==> config.mk <==
export PLATFORM = sky130hd
export DESIGN_NAME = synth_phase_osc
export DESIGN_NICKNAME = d
export VERILOG_FILES = /design/src/rtl/synth_pkg.sv /design/src/rtl/synth_lfsr.sv /design/src/rtl/synth_phase_osc.sv
export SDC_FILE = /design/constraint.sdc
export NUM_CORES = 1
export LEC_CHECK = 0
export BUFFER_PORTS_ARGS = -buffer_cell sky130_fd_sc_hd__buf_4
export CORE_MARGIN = 8
export CORE_UTILIZATION = 35
export DETAILED_ROUTE_END_ITERATION = 7
export PLACE_DENSITY = 0.6
export SLEW_MARGIN = 5
export SYNTH_ARGS = -nofsm -noshare
export SYNTH_HDL_FRONTEND = slang
export SYNTH_SLANG_ARGS = --single-unit
export TNS_END_PERCENT = 30
==> constraint.sdc <==
create_clock -name Sys_clk -period 3.25 [get_ports Sys_clk]
set_input_delay 0.1625 -clock Sys_clk [delete_from_list [all_inputs] [get_ports Sys_clk]]
set_output_delay 0.1625 -clock Sys_clk [all_outputs]
set_load 0.03 [all_outputs]
==> src/rtl/synth_pkg.sv <==
// Shared definitions for the synth voice oscillator: waveform encodings,
// sample limits, noise LFSR taps, handshake states and a triangle helper.
package synth_pkg;

    localparam int SAMPLE_W = 16;

    localparam logic [SAMPLE_W-1:0] S_MAX = 16'h7FFF;
    localparam logic [SAMPLE_W-1:0] S_MIN = 16'h8000;

    // Noise LFSR taps 16,14,13,11 expressed as zero-based bit indices.
    localparam int LFSR_TAP_A = 15;
    localparam int LFSR_TAP_B = 13;
    localparam int LFSR_TAP_C = 12;
    localparam int LFSR_TAP_D = 10;

    typedef enum logic [1:0] {
        WAVE_SAW = 2'b00,
        WAVE_SQR = 2'b01,
        WAVE_TRI = 2'b10,
        WAVE_NOI = 2'b11
    } wave_t;

    typedef enum logic {
        ST_IDLE = 1'b0,
        ST_PEND = 1'b1
    } hs_state_t;

    // Fold the upper half of the phase back down, then recentre to signed.
    function automatic logic [SAMPLE_W-1:0] tri_fold(input logic [SAMPLE_W-1:0] p);
        logic [SAMPLE_W-2:0] t;
        t = p[SAMPLE_W-1] ? ~p[SAMPLE_W-2:0] : p[SAMPLE_W-2:0];
        return {t, 1'b0} ^ S_MIN;
    endfunction

endpackage

==> src/rtl/synth_lfsr.sv <==
// 16-bit Fibonacci LFSR for the noise waveform. Shifts left, feedback
// enters bit 0, advances only when Step_en is high.
module synth_lfsr
    import synth_pkg::*;
#(
    parameter logic [15:0] SEED = 16'hACE1
) (
    input  logic        Sys_clk,
    input  logic        Syn_rst,
    input  logic        Step_en,
    output logic [15:0] Lfsr_state
);

    logic feedback;

    assign feedback = Lfsr_state[LFSR_TAP_A] ^ Lfsr_state[LFSR_TAP_B]
                    ^ Lfsr_state[LFSR_TAP_C] ^ Lfsr_state[LFSR_TAP_D];

    // Reseed on reset, otherwise shift once per enabled step.
    always_ff @(posedge Sys_clk) begin
        if (Syn_rst) begin
            Lfsr_state <= SEED;
        end else if (Step_en) begin
            Lfsr_state <= {Lfsr_state[14:0], feedback};
        end
    end

endmodule

==> src/rtl/synth_phase_osc.sv <==
// Per-voice phase-accumulator oscillator. Advances once per rising edge of
// the Syn_clk update clock and emits one signed sample (saw, square,
// triangle or noise) one Sys_clk later. Frequency words arrive over a
// valid/ready handshake and are applied only at phase wrap.
//
// Build option: SYNTH_OSC_PWM_EN - when defined the square duty threshold
// comes from Pulse_width; otherwise it is fixed at 50 % and Pulse_width is
// ignored.
//
// Handshake states:
//   state   | meaning
//   ST_IDLE | no word pending, Freq_ready high (while Syn_ce)
//   ST_PEND | word held in pending, waiting for a wrap tick (or
//           | copied at once when active_freq is zero)
module synth_phase_osc
    import synth_pkg::*;
#(
    parameter int          ACC_W     = 24,
    parameter logic [15:0] LFSR_SEED = 16'hACE1
) (
    input  logic             Sys_clk,
    input  logic             Syn_rst,
    input  logic             Syn_ce,
    input  logic             Syn_clk,
    input  logic [ACC_W-1:0] Freq_word,
    input  logic             Freq_valid,
    output logic             Freq_ready,
    input  logic [1:0]       Wave_sel,
    input  logic [15:0]      Pulse_width,
    output logic [15:0]      Sample,
    output logic             Sample_val,
    output logic             Phase_wrap
);

    logic               syn_q;
    logic               tick;
    logic [ACC_W-1:0]   phase;
    logic [ACC_W-1:0]   active_freq;
    logic [ACC_W-1:0]   pending;
    logic [ACC_W:0]     phase_sum;
    logic               carry;
    logic               tick_q;
    logic               wrap_q;
    logic               xfer;
    logic               copy;
    hs_state_t          state;
    hs_state_t          state_nxt;
    logic [15:0]        p;
    logic [15:0]        duty;
    logic [15:0]        wave_nxt;
    logic [15:0]        lfsr_state;

    assign tick      = Syn_ce & Syn_clk & ~syn_q;
    assign phase_sum = {1'b0, phase} + {1'b0, active_freq};
    assign carry     = phase_sum[ACC_W];
    assign xfer      = Freq_valid & Freq_ready;
    assign copy      = (state == ST_PEND) & Syn_ce
                     & ((active_freq == '0) | (tick & carry));
    assign p         = phase[ACC_W-1 -: 16];

`ifdef SYNTH_OSC_PWM_EN
    assign duty = Pulse_width;
`else
    logic unused_pulse_width;
    assign unused_pulse_width = ^Pulse_width;
    assign duty = S_MIN;
`endif

    // Edge detector on the divider's update clock; frozen while disabled.
    always_ff @(posedge Sys_clk) begin
        if (Syn_rst) begin
            syn_q <= 1'b0;
        end else if (Syn_ce) begin
            syn_q <= Syn_clk;
        end
    end

    // Phase accumulator plus the tick/carry flags the sample stage consumes.
    always_ff @(posedge Sys_clk) begin
        if (Syn_rst) begin
            phase  <= '0;
            tick_q <= 1'b0;
            wrap_q <= 1'b0;
        end else if (Syn_ce) begin
            tick_q <= tick;
            wrap_q <= tick & carry;
            if (tick) begin
                phase <= phase_sum[ACC_W-1:0];
            end
        end
    end

    // Pending and active frequency words; a word lands in active only on copy.
    always_ff @(posedge Sys_clk) begin
        if (Syn_rst) begin
            pending     <= '0;
            active_freq <= '0;
        end else begin
            if (xfer) begin
                pending <= Freq_word;
            end
            if (copy) begin
                active_freq <= pending;
            end
        end
    end

    // Handshake state register.
    always_ff @(posedge Sys_clk) begin
        if (Syn_rst) begin
            state <= ST_IDLE;
        end else begin
            state <= state_nxt;
        end
    end

    // Handshake next-state and ready output.
    always_comb begin
        state_nxt  = state;
        Freq_ready = 1'b0;
        case (state)
            ST_IDLE: begin
                Freq_ready = Syn_ce;
                if (xfer) begin
                    state_nxt = ST_PEND;
                end
            end
            ST_PEND: begin
                if (copy) begin
                    state_nxt = ST_IDLE;
                end
            end
            default: state_nxt = ST_IDLE;
        endcase
    end

    // Waveform generation from the top 16 phase bits or the LFSR.
    always_comb begin
        wave_nxt = p ^ S_MIN;
        case (wave_t'(Wave_sel))
            WAVE_SAW: wave_nxt = p ^ S_MIN;
            WAVE_SQR: wave_nxt = (p < duty) ? S_MAX : S_MIN;
            WAVE_TRI: wave_nxt = tri_fold(p);
            WAVE_NOI: wave_nxt = lfsr_state;
            default:  wave_nxt = p ^ S_MIN;
        endcase
    end

    // Sample register, one Sys_clk behind the tick that moved the phase.
    always_ff @(posedge Sys_clk) begin
        if (Syn_rst) begin
            Sample     <= '0;
            Sample_val <= 1'b0;
            Phase_wrap <= 1'b0;
        end else begin
            Sample_val <= Syn_ce & tick_q;
            Phase_wrap <= Syn_ce & tick_q & wrap_q;
            if (Syn_ce & tick_q) begin
                Sample <= wave_nxt;
            end
        end
    end

    synth_lfsr #(
        .SEED (LFSR_SEED)
    ) u_lfsr (
        .Sys_clk    (Sys_clk),
        .Syn_rst    (Syn_rst),
        .Step_en    (tick),
        .Lfsr_state (lfsr_state)
    );

endmodule
**Word level (Yosys, flattened, before mapping)**

Index checks and enable logic that the tools add are counted.
Widths: inputs -> output; s select.

- ROM bits: 0
- Input port bits: 47
- Logic and storage cells: 43
- Memories: 0
- Bits in latches: 0
- Output and inout port bits: 19
- Bits in writable memories: 0
- Register bits after elaboration: 110

- Order comparisons: 1
- Reductions and logical operators: 3
- $mul: 0
- $add $sub $neg: 1
- Shifts and indexed selects: 0
- Equality and inequality tests: 3
- Muxes and demuxes: 7
- Divide/modulo/power cells: 0
- Bitwise operators: 17

Operators by type and width:

| kind | number |
|---|---|
| $pmux 16 s4 | 1 |
| $add 24x24->25 | 1 |
| $logic_not 24->1 | 1 |
| $lt 16x16->1 const B | 1 |
| $mux 16 | 1 |
| $mux 15 | 1 |
| $not 15->15 | 1 |
| $and 1x1->1 | 8 |
| $eq 2x2->1 const B | 2 |
| $not 1->1 | 4 |
| $mux 1 | 3 |
| $xor 1x1->1 | 3 |
| $eq 2x1->1 const B | 1 |
| $logic_not 2->1 | 1 |
| $pmux 1 s2 | 1 |
| $reduce_and 2->1 | 1 |
| $or 1x1->1 | 1 |

**Logic depth before layout (Yosys ltp)**

Gate-level depths: netlist of the first run.

- Depth in word-level cells: 7
- Depth in mapped cells: 10
- Depth with buffers taken out: 9

**Hierarchy**

Synthesis of the first run repeated with hierarchy kept, for this count alone.

- Cells, all modules: 704
- Area, all modules: 5798.1 sq um

Modules (own cells, without submodules):

| module | times used | area an instance (sq um) | cells an instance | seq. area each (sq um) |
|---|---|---|---|---|
| synth_phase_osc | 1 | 5178.7 | 649 | 1881.8 |
| synth_lfsr | 1 | 619.3 | 55 | 320.3 |

**Worst setup path before layout of the first run**

OpenSTA, ideal clock, no wires.

- Kind: register to register
- From: register phase[0]
- To: register phase[12]
- Arrival: 2.134 ns
- Required time: 3.133 ns
- Stages on the path, launching flop included: 10
- Setup slack: 0.999 ns
- Setup time: 0.117 ns
- Path through: dfxtp_1 > ha_1 > fa_1 > a211oi_2 > o211ai_2 > o21a_1 > a211oi_1 > o31ai_1 > xnor2_1 > a22o_1

- Word-level cells in the longest chain between the ends: 1

RTL lines:

| what | RTL line | RTL |
|---|---|---|
| from (decl) | synth_phase_osc.sv:37 | `logic [ACC_W-1:0] phase;` |
| from (signal assigned) | synth_phase_osc.sv:88 | `phase <= phase_sum[ACC_W-1:0];` |
| $add 24x24->25 | synth_phase_osc.sv:54 | `assign phase_sum = {1'b0, phase} + {1'b0, active_freq};` |

No other way between the ends.
A chain may end at the register's enable or synchronous reset.

**Worst setup path after layout of the first run**

- From: register active_freq[0]
- To: register active_freq[11]

- Word-level cells in the longest chain between the ends: 4

RTL lines:

| what | RTL line | RTL |
|---|---|---|
| from (decl) | synth_phase_osc.sv:38 | `logic [ACC_W-1:0] active_freq;` |
| from (signal assigned) | synth_phase_osc.sv:103 | `active_freq <= pending;` |
| $add 24x24->25 | synth_phase_osc.sv:54 |  |
| $and 1x1->1 | synth_phase_osc.sv:58 | `& ((active_freq == '0) \| (tick & carry));` |
| $or 1x1->1 (*) | synth_phase_osc.sv:58 |  |
| $and 1x1->1 (*) | synth_phase_osc.sv:58 |  |

Every way passes the cells marked *; elsewhere a longest branch is shown, timed or not.

==> results of run 1 <==
[registers in the layout, summed over array words and instances, names as in the netlist, 16 cells and up]
| name | flops |
|---|---|
| pending | 24 |
| Sample | 16 |
| active_freq | 24 |
| phase | 24 |
| u_lfsr.Lfsr_state | 16 |
[logic make-up (layout without fill, tap and decap cells)]
group | after synthesis | after routing | synth area share [%]
simple gates | 247 | 247 | 19.7
fa+ha+maj | 25 | 25 | 5.65
buf+inv | 57 | 78 | 4.28
xor+xnor | 16 | 16 | 2.47
flops | 110 | 110 | 38.8
compound gates | 256 | 256 | 28.7
mux | 2 | 2 | 0.353
[worst max-delay path by stage]
stage	to
2_1_floorplan	phase[12]
3_3_place_gp	phase[12]
3_5_place_dp	phase[12]
4_1_cts	active_freq[11]
5_1_grt	active_freq[11]
6_report	active_freq[11]
[worst register-to-register path, cell delays in order, from the launching register on]
cell	delay, ns
dfxtp_1	0.35
ha_1	0.23
fa_1	0.44
a211oi_2	0.27
o211ai_2	0.13
o211ai_2	0.15
a21oi_4	0.15
o21ai_2	0.15
buf_4	0.28
nand3_1	0.12
a21oi_1	0.15
[cell usage in the layout (no fill, tap or decap), types with 17 or more instances in the layout]
cell type	count
a21o_1	17
a21oi_1	112
buf_4	57
dfxtp_1	110
ha_1	24
nand2_1	125
nand3_1	42
nor2_1	30
o211ai_1	20
o21ai_1	20
[layout make-up]
class	count	share of cell area, %
Tap cell	216	4.20
Inverter	5	0.292
Multi-Input combinational cell	546	50.3
Clock buffer	9	3.50
Timing Repair Buffer	57	6.65
Clock inverter	7	0.875
Sequential cell	110	34.2
[metrics by stage]
step | utilization (%) | instance area (µm²) | hold slack [ns] | setup slack (ns)
floorplan | - | 5670 | 0.298 | 0.999
global placement | 38.7 | 6150 | 0.414 | 0.755
detailed placement | 38.7 | 6150 | 0.418 | 0.737
CTS | 40.5 | 6430 | 0.0339 | 0.715
global route | 40.5 | 6430 | 0.0302 | 0.588
finish | 40.5 | 6430 | 0.0462 | 0.747
[power breakdown]
| group | internal, W | leakage [nW] | total, W | switching [W] |
|---|---|---|---|---|
| Clock | 0.000530 | 0.137 | 0.00105 | 0.000522 |
| Sequential | 0.00139 | 0.893 | 0.00142 | 0.0000296 |
| Combinational | 0.000101 | 1.50 | 0.000265 | 0.000164 |
[per-layer routing]
metal	vias up	track usage, %	routed length, µm
met5	-	0	0
met3	9	3.25	641
li1	2607	-	-
met4	0	2.99	122
met1	2320	20.3	7290
met2	98	21.2	6160
==> results.cfg, run 1 <==
[status]
status = finished, final reports clean

[drt]
vias = 5034
routed_wl_um = 14200
via_per_inst = 5.30
drc = 0
drt_pass1_iterations = 4
wl_per_cell_um = 15.0
drtIter0Drc = 276
ant_nets = 0

[hold_path]
min_from = Freq_word[11]
hold_path_end = pending[11]
hold_depth = 3
holdCritPathClass = in -> reg

[sta]
tightest_slew_ns = 0.833
maxSlewHeadroom_pct = 44.3
slew_violations = 0
rsz0062_at_grt = no
finClkSkew_ns = 0.00692
final.period_utilization_pct = 77.0
min_period_ns = 2.50
finalSetupViolations = 0
hold_viol = 0
fmax_mhz = 400
fin_setup_tns_ns = 0

[placed_design]
port_buffers = 49
hpwl_um = 10100
gp_congestion = 0.869
dpl.cell_count = 934

[clock_network]
cts_sinks = 110
clockBufferDepth = 2
cts_buffers = 9
post_cts_buffers = 0
postCtsResizedCells = 0
hold_buffers = 0
htree_levels = 3
worstSkewPairLatency_ns = 0.35
root_buffer = clkbuf_16
cts_tree = yes
clk_pin_slew_worst_paths_ns = 0.08

[logic_synthesis]
async_flop_share_pct = 0
yosysSeqAreaShare_pct = 38.8
synth_edf_count = 0
yosysWarnings = 0
synthCells = 713
yosysTopAreaCellShare_pct = 38.8
synth.ff_latch_count = 110
synth.most_common_cell = nand2_1
yosys.area.top_type = dfxtp_1
synth_nets = 785
synth.distinct_cells = 58
synthTopCellsByCount = nand2_1 (125), a21oi_1 (112), dfxtp_1 (110)
synth_area_um2 = 5670
avgSynthCellArea_um2 = 7.96
synthFlopType = dfxtp_1
synth_area_leaders = dfxtp_1 (39%), a21oi_1 (9.9%), nand2_1 (8.3%)

[die]
rows = 46
core_area_um2 = 15900
die_x_um = 143
die_y_um = 143
dieArea_um2 = 20500
num_io_pins = 66
initial_core_util_pct = 35.7

[setup_path]
crit_path_end_kind = flip-flop
path_class = reg -> reg
r2r_setup_slack_ns = 0.75
path_max_fanout = 24
rr_worst_depth = 10
critPathLaunch = active_freq[0]
start_kind = flip-flop
worstReg2RegEnd = active_freq[11]
path_common_cell = o211ai_2
crit_cells = 10
crit_family = compound AO/OA/AOI/OAI gates
r2r_start = active_freq[0]
cpMaxStageDelayCell = fa_1
crit_required_ns = 3.53
critical_path_arrival_ns = 2.79
crit_path_cell_trace = ha_1 > fa_1 > a211oi_2 > o211ai_2 > o211ai_2 > a21oi_4 > o21ai_2 > buf_4 > nand3_1 > a21oi_1
critPathBufInv = 1
slowest_delay_ns = 0.44

[layout]
final_cells = 950
register_area_um2 = 2200
fill_cells = 1716
areaGrowthSynthToFinish_pct = 13.4
drive_above_1_share_pct = 12.4
fin_nets = 801
multi_input_area_um2 = 3230
antenna_cells = 0

[grt]
antenna_found_initial = 0
grt.total_usage_pct = 14.2
overflow = 0
grt_max_degree = 60
grt_pass1_wl_um = 23800
grt_pass1_vias = 4650

[power_and_ir_drop]
power_density_nw_per_um2 = 425
p_total_w = 0.00273
total_leakage_power_nw = 2.53
ir_worst_vdd_mv = 0.364

[job]
cap_violations = 0
(Power assumes the default switching activity.)
==> run 2: changes to the inputs <==
PLACE_DENSITY = 0.62   (was 0.6)
clock period = 2.05 ns   (was 3.25 ns; I/O delays follow)
==> run 2 against run 1 <==
Compared with the run above: the run now ends with negative setup slack left; clock skew decreased by 0.00085 ns; total power increased by 67%; worst hold slack got worse by 0.037 ns; combinational power increased by 92%; clock-buffer cell count unchanged; worst setup slack got worse by 0.92 ns; highest routed layer unchanged; sequential cell count unchanged; critical path depth unchanged; largest cell class unchanged; final area increased by 17%.
==> results.cfg, run 2 (same netlist as run 1, synthesis figures left out) <==
[status]
status = complete, but fails checks
violations = negative setup slack

[setup_path]
path_common_cell = o211ai_2
rr_worst_depth = 10
r2r_start = phase[0]
start_kind = flip-flop
path_class = reg -> reg
r2r_setup_slack_ns = -0.17
crit_required_ns = 2.33
crit_path_cell_trace = ha_4 > fa_2 > a211oi_2 > o211ai_2 > o211ai_2 > a21oi_4 > o21ai_4 > clkbuf_16 > nand3_1 > a21oi_1
slowest_delay_ns = 0.35
cpMaxStageDelayCell = fa_2
critical_path_arrival_ns = 2.50
crit_path_end_kind = flip-flop
path_max_fanout = 12
worstReg2RegEnd = active_freq[18]

[clock_network]
root_buffer = clkbuf_16
cts_buffers = 9
worstSkewPairLatency_ns = 0.35
clockBufferDepth = 2
cts_sinks = 110
cts_tree = yes
htree_levels = 3
clk_pin_slew_worst_paths_ns = 0.07

[hold_path]
hold_path_end = syn_q
min_from = Syn_clk
holdCritPathClass = in -> reg
hold_depth = 3

[grt]
grt_pass1_vias = 5146
antenna_found_initial = 0
grt_use_met3_pct = 3.19
grt.total_usage_pct = 15.5
grt_pass1_wl_um = 25900
grt.busiest_layer = met2
overflow = 0
use_met1_pct = 21.3
grt_max_degree = 53
use_met2_pct = 24.5

[layout]
layout_common_cells = buf_4 (134), nand2_1 (125), dfxtp_1 (107)
final_common_cell = buf_4
antenna_cells = 0
final_cells = 1055
areaGrowthSynthToFinish_pct = 33.0
top_regs = active_freq (24), pending (24), phase (24)
fill_cells = 1580
drive_above_1_share_pct = 24.2
fin_nets = 906
fin_util_pct = 47.5

[drt]
vias = 5457
via_per_inst = 5.17
wl_per_cell_um = 14.9
ant_nets = 0
drtIter0Drc = 208
routed_wl_um = 15800
drt_pass1_iterations = 4
drc = 0

[die]
die_y_um = 143
dieArea_um2 = 20500
core_area_um2 = 15900
die_x_um = 143
num_io_pins = 66
initial_core_util_pct = 35.7
rows = 46

[sta]
setup_slack_ns = -0.170
fmax_mhz = 450
final.period_utilization_pct = 108
slew_violations = 0
min_period_ns = 2.22
maxSlewHeadroom_pct = 51.7
hold_viol = 0
fin_setup_tns_ns = -3.92
finClkSkew_ns = 0.00607
tightest_slew_ns = 0.721
rsz0062_at_grt = yes
finalSetupViolations = 33

[power_and_ir_drop]
p_total_w = 0.00455
total_leakage_power_nw = 3.09
power_density_nw_per_um2 = 604
ir_worst_vdd_mv = 0.408

[job]
cap_violations = 0

[placed_design]
port_buffers = 49
dpl.cell_count = 1011
hpwl_um = 10800
gp_congestion = 0.893
run 2: cell count changes in the layout (fill, tap and decap cells not counted), moves of 5 or more:
cell / delta
ha_4: +5
a21oi_1: -9
buf_4: +77
ha_1: -5
dlygate4sd3_1: +23
a21oi_2: +9
run 2: stage by stage:
stage / setup slack, ns / hold slack (ns) / area [µm²]
2_1_floorplan: -0.0325 / 0.238 / 5700
4_1_cts: -0.134 / 0.00432 / 7400
3_3_place_gp: -0.118 / 0.351 / 6780
6_report: -0.170 / 0.00891 / 7540
3_5_place_dp: -0.174 / 0.359 / 6780
5_1_grt: -0.299 / 0.00906 / 7540
run 2: worst max path at each step:
stage	startpoint	end	slack, ns
final	phase[0]	active_freq[18]	-0.17
after CTS	phase[0]	active_freq[23]	-0.13
after floorplan	active_freq[0]	phase[12]	-0.03
after global placement	phase[0]	active_freq[5]	-0.12
after detailed placement	phase[0]	active_freq[5]	-0.17
after global routing	active_freq[0]	active_freq[20]	-0.30
run 2: per-layer routing:
layer  wire (µm)  vias up  part of all wire (%)
met4         119        0                  0.75
li1            -     2818                     -
met5           0        -                     0
met1        7570     2502                    48
met2        7250      128                    46
met3         816        9                   5.2
run 2: power breakdown:
group | switching, W | leakage (nW) | total, W | internal, W
logic | 0.000288 | 2.05 | 0.000508 | 0.000220
registers | 0.0000439 | 0.895 | 0.00224 | 0.00220
clock network | 0.000836 | 0.148 | 0.00180 | 0.000966
total | 0.00117 | 3.09 | 0.00455 | 0.00339
run 2: critical path, delay by kind of cell, from the launching register on:
kind                       cells  cell delay (ns)
buffers and inverters          1             0.21
and+or+nand+nor                1             0.08
adders and majority gates      2             0.51
DFF                            1             0.34
AOI/OAI and AO/OA              6             1.00
run 2: area by class of cell:
type / count / area, µm² / area share [%]
clock buffers: 9 / 225 / 2.99
clock inverters: 7 / 80.1 / 1.06
inverters: 5 / 18.8 / 0.249
multi-input cells: 547 / 3430 / 45.5
flip-flops and latches: 110 / 2210 / 29.2
well taps: 216 / 270 / 3.58
repair buffers: 161 / 1310 / 17.4
run 2: what timing repair did:
action / in CTS / in global routing
pin swaps: 3 / 3
resized for setup: 10 / 21
gates cloned: 1 / 1
buffers inserted: 2 / 1
hold buffers: 23 / 0
endpoints found under the setup margin: 33 / 41
hold endpoints to repair: 23 / 0
==> run 3: changes to the inputs <==
SYNTH_HIERARCHICAL = 1   (was not set)
==> run 3 against run 2 <==
Compared with the run above: the run still ends with negative setup slack left; global-route usage is 0.59 points lower; die area is 2.0% higher; synthesized area is 2.2% higher; clock-buffer cell count rose by 1; critical path type unchanged; largest cell class unchanged.
==> results.cfg, run 3 <==
[power_and_ir_drop]
power_density_nw_per_um2 = 580
total_leakage_power_nw = 3.19
ir_worst_vdd_mv = 0.542

[die]
die_y_um = 145
dieArea_um2 = 20900
rows = 47
core_area_um2 = 16400
num_io_pins = 66
die_x_um = 145
initial_core_util_pct = 35.3

[drt]
via_per_inst = 5.03
wl_per_cell_um = 14.3
ant_nets = 0
vias = 5326
drc = 0
routed_wl_um = 15100
drtIter0Drc = 314
drt_pass1_iterations = 5

[logic_synthesis]
yosysSeqAreaShare_pct = 38.0
synthFlopType = dfxtp_1
synth.ff_latch_count = 110
avgSynthCellArea_um2 = 8.24
yosysTopAreaCellShare_pct = 38.0
synthCells = 704
yosys.area.top_type = dfxtp_1
async_flop_share_pct = 0
yosysWarnings = 6
synth_nets = 776
synth_area_leaders = dfxtp_1 (38%), nand2_1 (9.5%), mux2i_1 (7.4%)
synth_area_um2 = 5800
synth.most_common_cell = nand2_1
synthTopCellsByCount = nand2_1 (146), dfxtp_1 (110), a21oi_1 (75)
synth.distinct_cells = 57
synth_edf_count = 0

[layout]
final_common_cell = nand2_1
drive_above_1_share_pct = 23.2
antenna_cells = 0
fin_util_pct = 46.8
layout_common_cells = nand2_1 (146), buf_4 (137), dfxtp_1 (99)
finalInstanceArea_um2 = 7670
fin_nets = 906
top_regs = active_freq (24), pending (24), phase (24)
final_cells = 1059
areaGrowthSynthToFinish_pct = 32.3

[clock_network]
root_buffer = clkbuf_16
cts_sinks = 110
htree_levels = 3
clk_pin_slew_worst_paths_ns = 0.07
cts_tree = yes
cts_buffers = 9
clockBufferDepth = 2
worstSkewPairLatency_ns = 0.36

[grt]
overflow = 0
antenna_found_initial = 0
grt_pass1_vias = 5108
grt_max_degree = 51
grt_pass1_wl_um = 25100
grt.total_usage_pct = 14.9

[sta]
fmax_mhz = 416
tightest_slew_ns = 0.714
final.period_utilization_pct = 117
finClkSkew_ns = 0.0112
setup_slack_ns = -0.355
rsz0062_at_grt = yes
finalSetupViolations = 39
slew_violations = 0
fin_setup_tns_ns = -10.53
min_period_ns = 2.40
maxSlewHeadroom_pct = 52.3
hold_viol = 0

[status]
violations = negative setup slack
status = complete, but fails checks

[placed_design]
hpwl_um = 10600
place_area_um2 = 6960
port_buffers = 49
gp_congestion = 0.887
pre_cts_slack_ns = -0.380
dpl.cell_count = 1016

[setup_path]
critical_path_arrival_ns = 2.64
rr_worst_depth = 10
start_kind = flip-flop
crit_path_end_kind = flip-flop
crit_required_ns = 2.29
path_max_fanout = 19
path_class = reg -> reg

[hold_path]
hold_depth = 3
holdCritPathClass = in -> reg

[job]
cap_violations = 0
==> run 3: cell types whose count changed after synthesis, moves of 11 or more <==
cell	before	now
a21oi_1	112	75
a22oi_1	14	1
nand3_1	42	9
buf_2	11	0
o211ai_1	20	3
o22ai_1	14	0
o21ai_1	20	1
o22a_1	0	15
o21ai_0	16	32
a211oi_1	6	22
nand2_1	125	146
mux2i_1	2	43
nor2_1	30	46
nand3b_1	3	15
==> run 3: worst paths after layout <==
| check | startpoint | end | slack, ns |
|---|---|---|---|
| setup reg to reg | phase[0] | active_freq[14] | -0.35 |
| hold reg to reg | pending[20] | pending[20] | 0.46 |
| setup / recovery | phase[0] | active_freq[14] | -0.35 |
| hold / removal | Freq_word[9] | pending[9] | 0.03 |
==> run 3: area by class of cell <==
cell class,instances,area (µm²)
tap,220,275
clock buffer,10,229
multi-input combinational,538,3510
inverter,8,30.0
sequential,110,2220
fill,1621,8740
timing repair buffer,167,1360
clock inverter,6,47.5
==> run 3: kinds of logic after synthesis <==
family                     Yosys count  synth area share (%)
AOI/OAI and AO/OA                  201                  22.9
xor gates and xnor gates            18                  2.98
adders and majority gates           25                  5.52
buffers and inverters               56                  4.32
DFF                                110                  38.0
muxes                               43                  7.42
and+or+nand+nor                    251                  18.9
==> run 3: metrics by stage <==
step	total power, W	hold WS, ns
CTS	0.00449	0.000407
global placement	0.00279	0.349
floorplan	0.00261	0.238
detailed placement	0.00279	0.349
finish	0.00445	0.0281
global route	0.00466	0.0508
==> run 3: power by group <==
| group | internal [W] | switching, W |
|---|---|---|
| registers | 0.00219 | 0.0000445 |
| clock network | 0.000835 | 0.000832 |
| logic | 0.000256 | 0.000289 |
==> run 3: repair_timing <==
item,in CTS,in global routing
endpoints found under the hold margin,24,1
setup buffers,0,2
resized for setup,0,33
hold buffers,24,1
pin swaps,4,17
setup endpoints to repair,40,43
==> run 3: routing by layer <==
| layer | up-vias | wire, µm | part of all wire, % | global-route usage, % |
|---|---|---|---|---|
| met3 | 8 | 562 | 3.7 | 3.08 |
| li1 | 2764 | - | - | - |
| met4 | 0 | 110 | 0.73 | 3.61 |
| met1 | 2471 | 7370 | 49 | 19.9 |
| met5 | - | 0 | 0 | 0 |
| met2 | 83 | 7060 | 47 | 24.1 |
==> run 3: critical path: stages (launching register included) <==
cell and delay [ns]:
dfxtp_2 0.34, ha_4 0.17, fa_2 0.37, a211oi_2 0.19
o21a_1 0.16, a211oi_2 0.10, o311a_4 0.36, o211ai_4 0.20
o21ai_4 0.08, buf_12 0.18, mux2i_1 0.13
